**src/rtl/multicycle_controller.sv**
```systemverilog
// Multicycle ARM-subset control unit: sequencing FSM, main/ALU decoders, condition check and NZCV flags.
// Optional CTRL_STALL_EN adds a mem_ready handshake that stalls FETCH, MEMRD and MEMWR.
module multicycle_controller #(
    parameter int FLAG_W = 4
) (
    input  logic              clk,
    input  logic              rst,
`ifdef CTRL_STALL_EN
    input  logic              mem_ready,
`endif
    input  logic [3:0]        cond,
    input  logic [1:0]        op,
    input  logic [5:0]        funct,
    input  logic [3:0]        rd,
    input  logic [FLAG_W-1:0] alu_flags,
    output logic              pc_write,
    output logic              adr_src,
    output logic              mem_write,
    output logic              ir_write,
    output logic [1:0]        result_src,
    output logic              alu_src_a,
    output logic [1:0]        alu_src_b,
    output logic [1:0]        alu_control,
    output logic [1:0]        imm_src,
    output logic [1:0]        reg_src,
    output logic              reg_write,
    output logic [3:0]        state_o
);

    typedef enum logic [3:0] {
        S_FETCH  = 4'd0,
        S_DECODE = 4'd1,
        S_MEMADR = 4'd2,
        S_MEMRD  = 4'd3,
        S_MEMWB  = 4'd4,
        S_MEMWR  = 4'd5,
        S_EXECR  = 4'd6,
        S_EXECI  = 4'd7,
        S_ALUWB  = 4'd8,
        S_BRANCH = 4'd9
    } state_e;

    state_e            state_q, state_d;
    logic [FLAG_W-1:0] flags_q, flags_d;
    logic              cex_s, mem_rdy_s;
    logic [1:0]        alu_op_s;
    logic              is_cmp_s, cmd_ok_s, arith_s;
    logic              pc_write_s, ir_write_s, mem_write_s, reg_write_s;

`ifdef CTRL_STALL_EN
    assign mem_rdy_s = mem_ready;
`else
    assign mem_rdy_s = 1'b1;
`endif

    function automatic logic cond_check(input logic [3:0] c, input logic n, input logic z,
                                        input logic cy, input logic v);
        case (c)
            4'b0000: cond_check = z;
            4'b0001: cond_check = ~z;
            4'b0010: cond_check = cy;
            4'b0011: cond_check = ~cy;
            4'b0100: cond_check = n;
            4'b0101: cond_check = ~n;
            4'b0110: cond_check = v;
            4'b0111: cond_check = ~v;
            4'b1000: cond_check = cy & ~z;
            4'b1001: cond_check = ~cy | z;
            4'b1010: cond_check = (n == v);
            4'b1011: cond_check = (n != v);
            4'b1100: cond_check = ~z & (n == v);
            4'b1101: cond_check = z | (n != v);
            4'b1110: cond_check = 1'b1;
            default: cond_check = 1'b0;
        endcase
    endfunction

    assign cex_s = cond_check(cond, flags_q[FLAG_W-1], flags_q[FLAG_W-2],
                              flags_q[FLAG_W-3], flags_q[FLAG_W-4]);

    // ALU decoder: operation, compare marker, and whether C/V are meaningful
    always_comb begin
        alu_op_s = 2'b00;
        is_cmp_s = 1'b0;
        cmd_ok_s = 1'b1;
        arith_s  = 1'b1;
        case (funct[4:1])
            4'b0100: alu_op_s = 2'b00;
            4'b0010: alu_op_s = 2'b01;
            4'b0000: begin alu_op_s = 2'b10; arith_s = 1'b0; end
            4'b1100: begin alu_op_s = 2'b11; arith_s = 1'b0; end
            4'b1010: begin alu_op_s = 2'b01; is_cmp_s = 1'b1; end
            default: begin alu_op_s = 2'b00; cmd_ok_s = 1'b0; arith_s = 1'b0; end
        endcase
    end

    // Next-state and per-state control decode
    always_comb begin
        state_d     = S_FETCH;
        pc_write_s  = 1'b0;
        ir_write_s  = 1'b0;
        mem_write_s = 1'b0;
        reg_write_s = 1'b0;
        adr_src     = 1'b0;
        alu_src_a   = 1'b0;
        alu_src_b   = 2'b00;
        result_src  = 2'b00;
        alu_control = 2'b00;
        case (state_q)
            S_FETCH: begin
                alu_src_a  = 1'b1;
                alu_src_b  = 2'b10;
                result_src = 2'b10;
                ir_write_s = mem_rdy_s;
                pc_write_s = mem_rdy_s;
                state_d    = mem_rdy_s ? S_DECODE : S_FETCH;
            end
            S_DECODE: begin
                alu_src_a  = 1'b1;
                alu_src_b  = 2'b10;
                result_src = 2'b10;
                case (op)
                    2'b00:   state_d = funct[5] ? S_EXECI : S_EXECR;
                    2'b01:   state_d = S_MEMADR;
                    2'b10:   state_d = S_BRANCH;
                    default: state_d = S_FETCH;
                endcase
            end
            S_MEMADR: begin
                alu_src_b = 2'b01;
                state_d   = funct[0] ? S_MEMRD : S_MEMWR;
            end
            S_MEMRD: begin
                adr_src = 1'b1;
                state_d = mem_rdy_s ? S_MEMWB : S_MEMRD;
            end
            S_MEMWR: begin
                adr_src     = 1'b1;
                mem_write_s = cex_s & mem_rdy_s;
                state_d     = mem_rdy_s ? S_FETCH : S_MEMWR;
            end
            S_MEMWB: begin
                result_src = 2'b01;
                if (rd == 4'd15) begin
                    pc_write_s = cex_s;
                end else begin
                    reg_write_s = cex_s;
                end
            end
            S_EXECR: begin
                alu_control = alu_op_s;
                state_d     = S_ALUWB;
            end
            S_EXECI: begin
                alu_src_b   = 2'b01;
                alu_control = alu_op_s;
                state_d     = S_ALUWB;
            end
            S_ALUWB: begin
                // compares and unsupported commands never write a destination, PC included
                if (rd == 4'd15) begin
                    pc_write_s = cex_s & cmd_ok_s & ~is_cmp_s;
                end else begin
                    reg_write_s = cex_s & cmd_ok_s & ~is_cmp_s;
                end
            end
            S_BRANCH: begin
                alu_src_b  = 2'b01;
                result_src = 2'b10;
                pc_write_s = cex_s;
            end
            default: state_d = S_FETCH;
        endcase
    end

    // Flag update on leaving an execute state; logic ops keep C and V
    always_comb begin
        flags_d = flags_q;
        if (((state_q == S_EXECR) || (state_q == S_EXECI)) && funct[0] && cex_s) begin
            flags_d[FLAG_W-1] = alu_flags[FLAG_W-1];
            flags_d[FLAG_W-2] = alu_flags[FLAG_W-2];
            if (arith_s) begin
                flags_d[FLAG_W-3] = alu_flags[FLAG_W-3];
                flags_d[FLAG_W-4] = alu_flags[FLAG_W-4];
            end else begin
                flags_d[FLAG_W-3] = flags_q[FLAG_W-3];
                flags_d[FLAG_W-4] = flags_q[FLAG_W-4];
            end
        end else begin
            flags_d = flags_q;
        end
    end

    // State and flag registers
    always_ff @(posedge clk or negedge rst) begin
        if (!rst) begin
            state_q <= S_FETCH;
            flags_q <= '0;
        end else begin
            state_q <= state_d;
            flags_q <= flags_d;
        end
    end

    // Strobes are held off combinationally while reset is asserted
    assign pc_write  = rst & pc_write_s;
    assign ir_write  = rst & ir_write_s;
    assign mem_write = rst & mem_write_s;
    assign reg_write = rst & reg_write_s;
    assign imm_src   = op;
    assign reg_src   = {(op == 2'b01), (op == 2'b10)};
    assign state_o   = state_q;

endmodule

```
**config.mk**
```make
export PLATFORM = sky130hd
export DESIGN_NAME = multicycle_controller
export DESIGN_NICKNAME = d
export VERILOG_FILES = /design/src/rtl/multicycle_controller.sv
export SDC_FILE = /design/constraint.sdc
export NUM_CORES = 1
export LEC_CHECK = 0
export ABC_AREA = 0
export CORE_MARGIN = 2
export CORE_UTILIZATION = 42
export DETAILED_ROUTE_END_ITERATION = 10
export PLACE_DENSITY = 0.91
export SLEW_MARGIN = 20
export SYNTH_ARGS = -nofsm -noshare
export SYNTH_HDL_FRONTEND = slang
export SYNTH_SLANG_ARGS = --single-unit
```
**constraint.sdc**
```tcl
create_clock -name clk -period 3.2 [get_ports clk]
set_input_delay 0.64 -clock clk [delete_from_list [all_inputs] [get_ports clk]]
set_output_delay 0.64 -clock clk [all_outputs]
set_load 0.02 [all_outputs]
```
==> results.sh <==
export IMPL_outcome="complete, no violations"
export IMPL_startpoint="cond[2]"
export IMPL_dr_pass1_iters=4
export IMPL_rows=16
export IMPL_global_route_wire_length_before_repair_microns=3930
export IMPL_num_vias=922
export IMPL_fin_skew_ns=0.000602
export IMPL_antenna_found_initial=0
export IMPL_cts_max_path_buffers=2
export IMPL_clk_insertion_delay_late_ns=0.24
export IMPL_postPlaceCellArea_sq_mm=0.00130
export IMPL_synth_flop_cell="sky130_fd_sc_hd__dfrtp_1"
export IMPL_worstReg2RegEnd="flags_q[3]$_DFFE_PN0P_"
export IMPL_synth_distinct_cells=43
export IMPL_clock_tree_root_cell="sky130_fd_sc_hd__clkbuf_4"
export IMPL_clockPowerShare_pct=8.8
export IMPL_switching_share_pct=45.5
export IMPL_grt_met1_usage_pct=23.4
export IMPL_reg2regPathDepth=7
export IMPL_cts_made_buffers=3
export IMPL_syn_mean_instance_area_sq_um=8.20
export IMPL_final_max_slew_viol_count=0
export IMPL_netlist_top_cells_area="sky130_fd_sc_hd__dfrtp_1 (24%), sky130_fd_sc_hd__mux2_1 (5.4%), sky130_fd_sc_hd__nor2b_1 (4.5%)"
export IMPL_vias_per_cell=5.24
export IMPL_globalplace_congestion=0.906
export IMPL_antenna_violating_nets_post_route=0
export IMPL_initial_utilization_pct=43.6
export IMPL_dieArea_sq_mm=0.00234
export IMPL_global_route_usage_total_pct=20.9
export IMPL_clock_fmax_ghz=0.324
export IMPL_synthToLayoutAreaGrowth_pct=60.6
export IMPL_global_route_overflow_total=0
export IMPL_maximum_number_of_pins_on_one_net_before_global_route_repair=18
export IMPL_initialDrtViolationCount=9
export IMPL_layout_common_cells="sky130_fd_sc_hd__clkdlybuf4s50_1 (38), sky130_fd_sc_hd__buf_4 (11), sky130_fd_sc_hd__nor2_1 (9)"
export IMPL_ys_ff_latch=8
export IMPL_clk_transition_reported_paths_ns=0.05
export IMPL_setup_repair_after_global_routing_missed_its_margin="false"
export IMPL_timing_hold_worst_class="flip-flop to flip-flop"
export IMPL_first_global_vias=904
export IMPL_netlist_area_sq_um=828
export IMPL_critPathCaptureType="primary output"
export IMPL_syn_inst=101
export IMPL_cap_viol_max_count=0
export IMPL_number_of_nets_in_the_layout=173
export IMPL_die_width_microns=48.4
export IMPL_critPathArrivalTime_ns=2.44
export IMPL_buffer_ports_inserted=41
export IMPL_dpl_hpwl_microns=1900
export IMPL_h_tree_depth=1
export IMPL_totalPowerFinal_uw=810
export IMPL_total_leakage_power_uw=0.000550
export IMPL_use_met2_pct=38.9
export IMPL_irDropWorstVdd_uv=549
export IMPL_post_route_drc_count=0
export IMPL_power_frac_comb_pct=64.3
export IMPL_cts_tree="done"
export IMPL_critical_path_cell_count=8
export IMPL_number_of_synthesized_flops_with_an_enable_pin=0
export IMPL_seqPwrFrac_pct=26.9
export IMPL_dp_cells=172
export IMPL_critPathRequiredTime_ns=2.56
export IMPL_crit_chain="clkdlybuf4s50_1 -> buf_4 -> nand3b_1 -> o2bb2ai_1 -> mux2i_1 -> nor3_2 -> nor4b_2 -> clkbuf_2"
export IMPL_die_h_microns=48.4
export IMPL_sinks_on_the_clock_net=8
export IMPL_layout_cells_most_common="sky130_fd_sc_hd__clkdlybuf4s50_1"
export IMPL_synth_area_leader_cell="sky130_fd_sc_hd__dfrtp_1"
export IMPL_finalSetupViolations=0
export IMPL_use_met3_pct=3.40
export IMPL_cp_start_kind="input pin"
export IMPL_yosys_warnings=0
export IMPL_top_level_ports=42
export IMPL_pwr_density_cell_mw_per_mm2=609
export IMPL_finalWirelength_microns=2320
export IMPL_slew_headroom_pct=66.3
export IMPL_postSynth_asyncResetShare_pct=100
export IMPL_drt_wirelength_per_cell_microns=13.2
export IMPL_critPathKind="input pin to primary output"
export IMPL_total_internal_power_uw=442
export IMPL_gr_max_usage_layer="met2"
export IMPL_layout_drive_gt1_share_pct=16.8
export IMPL_r2r_start="flags_q[3]$_DFFE_PN0P_"
export IMPL_cp_endpoint="mem_write"
export IMPL_fin_area_sq_mm=0.00133
export IMPL_cp_num_buf_inv=3
export IMPL_cp_top_family="buffers and inverters"
export IMPL_cp_slowest_cell="sky130_fd_sc_hd__clkdlybuf4s50_1"
export IMPL_timing_final_crit_period_ns=3.08
export IMPL_switching_power_uw=368
export IMPL_post_synth_top_area_fraction_pct=24.2
export IMPL_hold_viol_final=0
export IMPL_placeable_core_area_sq_mm=0.00190
export IMPL_tightest_slew_ns=0.506
export IMPL_worstPathMaxFanout=4
export IMPL_fin_crit_sh_pct=96.4
export IMPL_synth_seq_area_share_pct=24.2
export IMPL_reg2reg_slack_ns=1.17
export IMPL_syn_num_nets=123
export IMPL_count_of_inserted_antenna_diode_cells=0
export IMPL_final_setup_tns_ns=0
export IMPL_cp_slowest_stage_delay_ns=0.52
export IMPL_finalNonFillerCells=176
flip-flops by register name, summed over array words and instances (netlist names):
register	cells
flags_q	4
state_o	4
power groups by stage:
stage	logic, uW	clock network, uW	registers (uW)
6_report	521	71.3	218
4_1_cts	524	75.0	216
2_1_floorplan	321	0	187
5_1_grt	552	84.0	226
3_5_place_dp	524	0	218
3_3_place_gp	507	0	214
routing by layer:
| metal | wire (microns) | part of all wire, % |
|---|---|---|
| met3 | 79 | 3.4 |
| met5 | 0 | 0 |
| met4 | 17 | 0.73 |
| met1 | 959 | 41 |
| met2 | 1260 | 55 |
worst min-delay path by stage:
stage | startpoint | to | slack, ns | cells past startpoint
5_1_grt | flags_q[1]$_DFFE_PN0P_ | flags_q[1]$_DFFE_PN0P_ | 0.53 | 1
3_5_place_dp | flags_q[1]$_DFFE_PN0P_ | flags_q[1]$_DFFE_PN0P_ | 0.50 | 1
6_report | flags_q[1]$_DFFE_PN0P_ | flags_q[1]$_DFFE_PN0P_ | 0.51 | 1
3_3_place_gp | flags_q[1]$_DFFE_PN0P_ | flags_q[1]$_DFFE_PN0P_ | 0.50 | 1
2_1_floorplan | rst | flags_q[0]$_DFFE_PN0P_ | 0.34 | 0
4_1_cts | flags_q[1]$_DFFE_PN0P_ | flags_q[1]$_DFFE_PN0P_ | 0.51 | 1
area by class of cell:
type	count	area (sq um)
repair buffers	52	482
clock buffers	3	22.5
multi-input cells	80	569
inverters	6	22.5
well taps	27	33.8
fillers	136	572
flip-flops and latches	8	200
cells in the mapped netlist (3+ instances only):
cell and number:
sky130_fd_sc_hd__nor3_1 6, sky130_fd_sc_hd__inv_1 6, sky130_fd_sc_hd__nor2_1 9, sky130_fd_sc_hd__nand2_1 5, sky130_fd_sc_hd__buf_4 3, sky130_fd_sc_hd__dfrtp_1 8
sky130_fd_sc_hd__mux2_1 4, sky130_fd_sc_hd__nor2b_1 6, sky130_fd_sc_hd__a21oi_1 4, sky130_fd_sc_hd__nand2b_1 3, sky130_fd_sc_hd__xnor2_1 3
per-stage QoR:
| step | hold slack (ns) | setup slack (ns) | util [%] |
|---|---|---|---|
| 2_1_floorplan | 0.344 | 0.550 | - |
| 3_3_place_gp | 0.498 | -0.250 | 68.5 |
| 3_5_place_dp | 0.502 | -0.348 | 68.5 |
| 4_1_cts | 0.513 | 0.00158 | 70.3 |
| 5_1_grt | 0.529 | 0.0232 | 69.9 |
| 6_report | 0.508 | 0.115 | 69.9 |
cells by family (layout without fill, tap and decap cells):
group,Yosys count,count (layout),synth area share (%)
simple gates,47,47,34.6
compound gates,22,22,19.9
xor+xnor,5,5,5.29
flops,8,8,24.2
mux,6,6,7.85
buf+inv,13,61,8.16
repair_timing:
action                                  in CTS  in global routing
setup buffers                                1                  0
hold buffers                                 0                  0
gates resized for setup                      5                  5
pin swaps                                    0                  0
endpoints found under the setup margin       3                  2
Note: power is estimated with default switching activity, not from simulation.
